[src/rtl/alu_issue_seq_pkg.sv]
// Shared definitions for the ALU issue sequencer and its funct decoder.
// Holds the ALU op-select encoding (shared with the ALU), the MIPS R-type
// funct codes that map onto it, and the sequencer FSM state encoding.
package alu_issue_seq_pkg;

  // ALU op-select encoding, shared with the ALU
  localparam logic [2:0] OP_AND = 3'd0;
  localparam logic [2:0] OP_OR  = 3'd1;
  localparam logic [2:0] OP_ADD = 3'd2;
  localparam logic [2:0] OP_SUB = 3'd3;
  localparam logic [2:0] OP_NOR = 3'd4;
  localparam logic [2:0] OP_SLT = 3'd5;

  // MIPS R-type funct codes
  localparam logic [5:0] FUNCT_ADD = 6'h20;
  localparam logic [5:0] FUNCT_SUB = 6'h22;
  localparam logic [5:0] FUNCT_AND = 6'h24;
  localparam logic [5:0] FUNCT_OR  = 6'h25;
  localparam logic [5:0] FUNCT_NOR = 6'h27;
  localparam logic [5:0] FUNCT_SLT = 6'h2A;

  typedef enum logic [1:0] {
    StIdle = 2'd0,
    StExec = 2'd1,
    StResp = 2'd2
  } state_e;

endpackage

[src/rtl/alu_funct_decode.sv]
// Combinational MIPS funct -> ALU op-select decoder.
// Ports:
//   funct   in  6  MIPS R-type funct code
//   op      out 3  ALU op select (OP_AND when illegal)
//   illegal out 1  funct is not a supported ALU operation
module alu_funct_decode
  import alu_issue_seq_pkg::*;
(
  input  logic [5:0] funct,
  output logic [2:0] op,
  output logic       illegal
);

  always_comb begin
    op      = OP_AND;
    illegal = 1'b0;
    case (funct)
      FUNCT_AND: op = OP_AND;
      FUNCT_OR:  op = OP_OR;
      FUNCT_ADD: op = OP_ADD;
      FUNCT_SUB: op = OP_SUB;
      FUNCT_NOR: op = OP_NOR;
      FUNCT_SLT: op = OP_SLT;
      default:   illegal = 1'b1;
    endcase
  end

endmodule

[src/rtl/alu_issue_seq.sv]
// Sequencing front end for the external combinational ALU.
// Accepts a funct/operand request, drives the ALU from registers, captures the
// ALU result one cycle later and returns it over a valid/ready response port.
// Ports:
//   clk, rst              clock, synchronous active-high reset
//   req_valid/req_ready   request handshake; req_funct, req_a, req_b payload
//   rsp_valid/rsp_ready   response handshake; rsp_data, rsp_zero, rsp_err payload
//   alu_a, alu_b, alu_op  registered ALU inputs
//   alu_s, alu_z          ALU result and zero flag
//   op_count              count of non-error responses delivered (wraps)
module alu_issue_seq
  import alu_issue_seq_pkg::*;
#(
  parameter int unsigned WIDTH = 32,
  parameter int unsigned CNT_W = 16
) (
  input  logic             clk,
  input  logic             rst,
  input  logic             req_valid,
  output logic             req_ready,
  input  logic [5:0]       req_funct,
  input  logic [WIDTH-1:0] req_a,
  input  logic [WIDTH-1:0] req_b,
  output logic             rsp_valid,
  input  logic             rsp_ready,
  output logic [WIDTH-1:0] rsp_data,
  output logic             rsp_zero,
  output logic             rsp_err,
  output logic [WIDTH-1:0] alu_a,
  output logic [WIDTH-1:0] alu_b,
  output logic [2:0]       alu_op,
  input  logic [WIDTH-1:0] alu_s,
  input  logic             alu_z,
  output logic [CNT_W-1:0] op_count
);

  state_e           state_q, state_d;
  logic [WIDTH-1:0] alu_a_q, alu_a_d, alu_b_q, alu_b_d;
  logic [2:0]       alu_op_q, alu_op_d;
  logic [WIDTH-1:0] rsp_data_q, rsp_data_d;
  logic             rsp_zero_q, rsp_zero_d;
  logic             rsp_err_q, rsp_err_d;
  logic [CNT_W-1:0] op_count_q, op_count_d;

  logic [2:0] dec_op;
  logic       dec_illegal;

  alu_funct_decode u_decode (
    .funct   (req_funct),
    .op      (dec_op),
    .illegal (dec_illegal)
  );

  always_comb begin
    state_d    = state_q;
    alu_a_d    = alu_a_q;
    alu_b_d    = alu_b_q;
    alu_op_d   = alu_op_q;
    rsp_data_d = rsp_data_q;
    rsp_zero_d = rsp_zero_q;
    rsp_err_d  = rsp_err_q;
    op_count_d = op_count_q;
    req_ready  = 1'b0;
    rsp_valid  = 1'b0;

    unique case (state_q)
      StIdle: begin
        req_ready = 1'b1;
        if (req_valid) begin
          if (dec_illegal) begin
            // Errors skip the ALU entirely; its inputs keep their last values
            rsp_data_d = '0;
            rsp_zero_d = 1'b0;
            rsp_err_d  = 1'b1;
            state_d    = StResp;
          end else begin
            alu_a_d  = req_a;
            alu_b_d  = req_b;
            alu_op_d = dec_op;
            state_d  = StExec;
          end
        end
      end
      StExec: begin
        rsp_data_d = alu_s;
        rsp_zero_d = alu_z;
        rsp_err_d  = 1'b0;
        state_d    = StResp;
      end
      StResp: begin
        rsp_valid = 1'b1;
        if (rsp_ready) begin
          state_d = StIdle;
          if (!rsp_err_q) op_count_d = op_count_q + CNT_W'(1);
        end
      end
      default: state_d = StIdle;
    endcase
  end

  always_ff @(posedge clk) begin
    if (rst) begin
      state_q    <= StIdle;
      alu_a_q    <= '0;
      alu_b_q    <= '0;
      alu_op_q   <= '0;
      rsp_data_q <= '0;
      rsp_zero_q <= 1'b0;
      rsp_err_q  <= 1'b0;
      op_count_q <= '0;
    end else begin
      state_q    <= state_d;
      alu_a_q    <= alu_a_d;
      alu_b_q    <= alu_b_d;
      alu_op_q   <= alu_op_d;
      rsp_data_q <= rsp_data_d;
      rsp_zero_q <= rsp_zero_d;
      rsp_err_q  <= rsp_err_d;
      op_count_q <= op_count_d;
    end
  end

  assign alu_a    = alu_a_q;
  assign alu_b    = alu_b_q;
  assign alu_op   = alu_op_q;
  assign rsp_data = rsp_data_q;
  assign rsp_zero = rsp_zero_q;
  assign rsp_err  = rsp_err_q;
  assign op_count = op_count_q;

endmodule

[config.mk]
export PLATFORM = sky130hd
export DESIGN_NAME = alu_issue_seq
export DESIGN_NICKNAME = d
export VERILOG_FILES = /design/src/rtl/alu_issue_seq_pkg.sv /design/src/rtl/alu_funct_decode.sv /design/src/rtl/alu_issue_seq.sv
export SDC_FILE = /design/constraint.sdc
export NUM_CORES = 1
export LEC_CHECK = 0
export ABC_CLOCK_PERIOD_IN_PS = 3470
export CORE_UTILIZATION = 45
export DETAILED_ROUTE_END_ITERATION = 10
export GPL_TIMING_DRIVEN = 0
export PLACE_DENSITY_LB_ADDON = 0.1
export SLEW_MARGIN = 20
export SYNTH_ARGS = -nofsm -noshare
export SYNTH_HDL_FRONTEND = slang
export SYNTH_SLANG_ARGS = --single-unit
[constraint.sdc]
create_clock -name clk -period 3.47 [get_ports clk]
set_input_delay 0.694 -clock clk [delete_from_list [all_inputs] [get_ports clk]]
set_output_delay 0.694 -clock clk [all_outputs]
set_load 0.01 [all_outputs]
==> results of run 1 <==
## sequential cells by signal (all words and copies together), names as in the netlist
signal / flops
rsp_data: 32
alu_op: 3
alu_b: 32
rsp_zero: 1
op_count: 16
alu_a: 32
state_q: 2
rsp_err: 1
## routing by layer
layer	wire length (um)	GRT usage (%)
met5	0	0
met4	410	13.4
met3	1350	6.84
met2	7980	46.7
met1	6810	33.4
## placed cells by master (no fill, tap or decap), types with 2 or more instances in the layout
cell             instances
xnor2_1                  3
and3_1                   3
nand2_1                 11
nor2_1                  12
clkbuf_16               16
mux2_2                   2
clkbuf_1                43
nor3_1                   2
or3_1                    5
buf_2                   15
nand3b_1                34
nand3_1                 68
inv_1                    4
xor2_1                   5
clkinvlp_4               3
clkbuf_2                 2
o21ai_0                 82
nand4_1                  4
nand2b_1                 2
a21oi_1                 71
nor4_1                   2
clkdlybuf4s50_1        223
clkinv_2                 5
o21ai_1                 21
nor3b_1                  2
dfxtp_1                119
nor2b_1                  2
a32oi_1                 33
and2_1                   2
clkbuf_8                 3
clkinv_4                 3
## power by group
part           switching, mW  internal, mW
combinational          0.183         0.185
sequential            0.0139          1.39
clock                  0.635         0.982
## worst max path at each step
stage | cells past startpoint | end
floorplan | 6 | alu_a[19]
global placement | 7 | alu_b[5]
detailed placement | 7 | alu_b[13]
CTS | 3 | rsp_valid
global route | 3 | rsp_valid
finish | 3 | rsp_valid
## worst max-delay path, cell delays in order, from the launching register on
cell and delay, ns:
dfxtp_1 0.44, clkbuf_1 0.36, nor2b_1 0.28, clkdlybuf4s50_1 0.61
## kinds of logic (layout without fill, tap and decap cells)
logic type | Yosys count | count (layout) | synth area share [%]
buffers and inverters | 66 | 321 | 5.57
DFF | 119 | 119 | 47.3
adders and majority gates | 1 | 1 | 0.249
muxes | 4 | 4 | 1.19
and+or+nand+nor | 160 | 160 | 19.0
AOI/OAI and AO/OA | 219 | 219 | 25.3
xor gates and xnor gates | 8 | 8 | 1.39
## metrics by stage
| stage | worst slack [ns] | cell area [um2] | std cells | hold slack (ns) | power, mW |
|---|---|---|---|---|---|
| after global routing | 0.459 | 7990 | 972 | 0.494 | 3.49 |
| final | 0.581 | 7990 | 972 | 0.474 | 3.39 |
| after CTS | 0.579 | 7990 | 972 | 0.475 | 3.39 |
| after floorplan | 1.56 | 5030 | 577 | 0.493 | 1.58 |
| after detailed placement | 0.768 | 7440 | 940 | 0.467 | 1.79 |
| after global placement | 0.842 | 7440 | 940 | 0.455 | 1.78 |
## Yosys cell counts (3+ instances only)
cell        n  area share, %
a32oi_1    33            5.7
inv_1       4           0.30
o21ai_1    21            2.1
xor2_1      5           0.87
and3_1      3           0.37
clkbuf_1   42            3.1
nand3b_1   34            5.1
nand2_1    11           0.82
o21ai_0    82            8.2
xnor2_1     3           0.52
nor2_1     12           0.89
buf_2      15            1.5
a21oi_1    71            7.1
or3_1       5           0.62
nand3_1    68            6.8
dfxtp_1   119             47
nand4_1     4           0.50
## cell type report
type	count	share of cell area, %
sequential	119	29.8
clock inverter	12	1.30
clock buffer	20	5.57
inverter	5	0.235
buffer	61	3.27
tap	140	2.19
timing repair buffer	223	27.9
multi-input combinational	392	29.7
==> impl_metrics.env, run 1 <==
export IMPL_yosysWarningCount=0
export IMPL_num_antenna_cells=0
export IMPL_hold_path_class="reg2reg"
export IMPL_rsz0062_at_grt="false"
export IMPL_initial_utilization_pct=46.2
export IMPL_final_setup_viol_count=0
export IMPL_cts_htree_levels=4
export IMPL_routedWlPerCell_um=17.0
export IMPL_cts_root_buf="clkbuf_8"
export IMPL_grt_pass1_vias=5239
export IMPL_cts_sinks=119
export IMPL_synthDistinctLibCells=54
export IMPL_worstHoldStart="alu_a[11]"
export IMPL_grt_max_degree=17
export IMPL_slew_viol_final=0
export IMPL_grt_ovfl_total=0
export IMPL_multiInputGateArea_mm2=0.00237
export IMPL_r2r_end="op_count[15]"
export IMPL_synth_edf_count=0
export IMPL_endpoint_kind="output port"
export IMPL_crit_start="state_q[1]"
export IMPL_vdd_drop_max_mv=0.273
export IMPL_status="complete, no violations"
export IMPL_hold_viol=0
export IMPL_reg2reg_slack_ns=1.64
export IMPL_vias=5500
export IMPL_hpwl_um=11900
export IMPL_first_pass_iters=4
export IMPL_synth_cells=577
export IMPL_ioPinCount=226
export IMPL_avgSynthCellArea_um2=8.72
export IMPL_synthToLayoutAreaGrowth_pct=58.7
export IMPL_synth_nets=685
export IMPL_holdPathStages=2
export IMPL_synthesis_area_mm2=0.00503
export IMPL_ant_nets=0
export IMPL_holdBufCountCts=0
export IMPL_min_period_ns=2.89
export IMPL_required_ns=2.78
export IMPL_viasPerCell=5.66
export IMPL_fin_util_pct=73.4
export IMPL_crit_arrival_ns=2.19
export IMPL_cts_made_buffers=17
export IMPL_antenna_found_initial=0
export IMPL_die_area_mm2=0.0116
export IMPL_clock_path_buffers=2
export IMPL_criticalPathCategory="reg2out"
export IMPL_reg2reg_depth=4
export IMPL_cts_tree="built"
export IMPL_layout_nets=927
export IMPL_grt_first_pass_wirelength_um=25400
export IMPL_yosysSeqAreaShare_pct=47.3
export IMPL_drc=0
export IMPL_p_per_area_mw_per_mm2=424
export IMPL_ctsResizeCount=0
export IMPL_cap_viol_max_count=0
export IMPL_routed_wirelength_um=16500
export IMPL_worstMarginPinSlew_ns=0.535
export IMPL_start_kind="flip-flop"
export IMPL_period_share_pct=83.3
export IMPL_core_area_mm2=0.0109
export IMPL_io_buffers=223
export IMPL_drtIter0Drc=368
export IMPL_drive_above_1_share_pct=7.57
export IMPL_die_h_um=108
export IMPL_slew_headroom_pct=64.3
export IMPL_synth_ff_type="dfxtp_1"
export IMPL_whs_endpoint="alu_a[11]"
export IMPL_ys_ff_latch=119
export IMPL_clk_insertion_delay_late_ns=0.51
export IMPL_die_x_um=108
export IMPL_gp_congestion=0.824
export IMPL_row_count=38
export IMPL_post_cts_buffers=0
export IMPL_setup_tns_ns=0
export IMPL_ff_latch_area_mm2=0.00238
export IMPL_r2r_start="op_count[6]"
export IMPL_leakagePower_nw=2.62
export IMPL_fmax_mhz=346
export IMPL_path_clk_slew_ns=0.06
export IMPL_synthArstFlopShare_pct=0
export IMPL_grt_usage_pct=27.9
export IMPL_finClkSkew_ns=0.00744
export IMPL_fillers=859
export IMPL_cp_max_fo=10
(Power assumes the default switching activity.)
==> run 2: changes to the inputs <==
- ABC_CLOCK_PERIOD_IN_PS: 3470 -> 2700
- CORE_UTILIZATION: 45 -> 42
- clock period: 3.47 -> 2.7 ns (I/O delays scaled with it)
==> run 2 against run 1 <==
Net effect: the run now ends with design-rule violations left; global-route usage down 1.2 points; wire length down 1.4%; clock power up 42%; combinational power up 29%; via count down 0.76%; register-to-register slack worse by 0.78 ns; die area up 7.0%; design area up 0.70%; worst setup slack worse by 0.44 ns; sequential power up 29%; critical endpoint unchanged; largest cell class unchanged; largest power group unchanged; highest routed layer unchanged.
==> impl_metrics.env, run 2 (same netlist as run 1, synthesis figures left out) <==
export IMPL_status="finished with violations"
export IMPL_violations="design-rule violations"
export IMPL_multiInputGateArea_mm2=0.00237
export IMPL_die_x_um=111
export IMPL_grt_first_pass_wirelength_um=26400
export IMPL_endpoint_kind="output port"
export IMPL_fin_hold_ws_ns=0.472
export IMPL_leakagePower_nw=2.65
export IMPL_start_kind="flip-flop"
export IMPL_fin_util_pct=69.6
export IMPL_drtIter0Drc=440
export IMPL_criticalPathCategory="reg2out"
export IMPL_slew_headroom_pct=60.0
export IMPL_cts_sinks=119
export IMPL_die_area_mm2=0.0124
export IMPL_die_h_um=111
export IMPL_row_count=39
export IMPL_cts_tree="built"
export IMPL_crit_arrival_ns=2.02
export IMPL_num_antenna_cells=0
export IMPL_vdd_drop_max_mv=0.366
export IMPL_hold_path_class="reg2reg"
export IMPL_use_met1_pct=33.6
export IMPL_drc=14
export IMPL_grt_pass1_vias=5358
export IMPL_place_inst=943
export IMPL_synthToLayoutAreaGrowth_pct=59.9
export IMPL_slew_viol_final=0
export IMPL_clock_path_buffers=2
export IMPL_post_cts_buffers=0
export IMPL_layout_nets=927
export IMPL_routedWlPerCell_um=16.7
export IMPL_final_setup_viol_count=0
export IMPL_ioPinCount=226
export IMPL_rsz0062_at_grt="false"
export IMPL_hold_viol=0
export IMPL_grt_ovfl_total=0
export IMPL_final_cells=975
export IMPL_period_share_pct=94.8
export IMPL_core_area_mm2=0.0116
export IMPL_final_common_cell="clkdlybuf4s50_1"
export IMPL_vias=5458
export IMPL_first_pass_iters=8
export IMPL_required_ns=2.16
export IMPL_io_buffers=223
export IMPL_cts_root_buf="clkbuf_16"
export IMPL_cts_htree_levels=4
export IMPL_clk_insertion_delay_late_ns=0.41
export IMPL_worstMarginPinSlew_ns=0.600
export IMPL_p_per_area_mw_per_mm2=568
export IMPL_use_met3_pct=7.02
export IMPL_initial_utilization_pct=43.5
export IMPL_top_usage_layer="met2"
export IMPL_ant_nets=0
export IMPL_fmax_mhz=391
export IMPL_viasPerCell=5.60
export IMPL_grt_usage_pct=26.7
export IMPL_ff_latch_area_mm2=0.00238
export IMPL_cap_viol_max_count=0
export IMPL_grt_max_degree=17
export IMPL_min_period_ns=2.56
export IMPL_use_met2_pct=42.8
export IMPL_hpwl_um=11700
export IMPL_gp_congestion=0.807
export IMPL_finClkSkew_ns=0.00649
export IMPL_antenna_found_initial=0
export IMPL_path_clk_slew_ns=0.05
export IMPL_routed_wirelength_um=16300
export IMPL_setup_tns_ns=0
export IMPL_fillers=928
export IMPL_cts_made_buffers=17
export IMPL_drive_above_1_share_pct=7.45
export IMPL_cp_max_fo=10
export IMPL_final_cell_mix="clkdlybuf4s50_1, dfxtp_1, o21ai_0"
## run 2: changes by cell type in the layout (fill, tap and decap cells not counted)
cell / change
clkinv_4: -3
bufinv_16: +2
clkbuf_2: +1
clkbuf_1: +1
clkbuf_16: +1
clkinvlp_4: -2
## run 2: critical path, stage by stage (launching register included)
cell and delay, ns:
dfxtp_1 0.45, clkbuf_2 0.27, nor2b_1 0.25, clkdlybuf4s50_1 0.64
## run 2: worst paths after layout
check        slack [ns]        start            to  depth (start not counted)
min                0.47     alu_b[9]      alu_b[9]                          2
max                0.14   state_q[1]     rsp_valid                          3
min reg2reg        0.47     alu_b[9]      alu_b[9]                          2
max reg2reg        0.86  op_count[5]  op_count[15]                          4
## run 2: per-layer routing
layer / vias up / routed length (um) / part of all wire (%)
li1: 2623 / - / -
met1: 2557 / 7010 / 43
met2: 249 / 7700 / 47
met3: 29 / 1190 / 7.3
met4: 0 / 410 / 2.5
met5: - / 0 / 0
## run 2: report_power, final
group	internal (mW)	switching (mW)
sequential	1.78	0.0172
clock	1.52	0.782
combinational	0.239	0.234
## run 2: cell type report
type	count	area share [%]
inverter	5	0.233
buffer	61	3.27
sequential	119	29.6
tap	143	2.22
timing repair buffer	223	27.7
clock inverter	9	1.52
multi-input combinational	392	29.5
clock buffer	23	5.94
## run 2: what timing repair did
action | 4_1_cts | 5_1_grt
hold buffers | 0 | 0
gates resized for setup | 0 | 2
setup endpoints to repair | 0 | 1
## run 2: per-stage QoR
stage          worst slack [ns]  instance area (um2)  total power [mW]
2_1_floorplan             0.945                 5030              2.03
5_1_grt                  0.0227                 8050              4.72
4_1_cts                  0.0136                 8050              4.58
3_5_place_dp              0.201                 7440              2.30
6_report                  0.140                 8050              4.57
3_3_place_gp              0.242                 7440              2.30
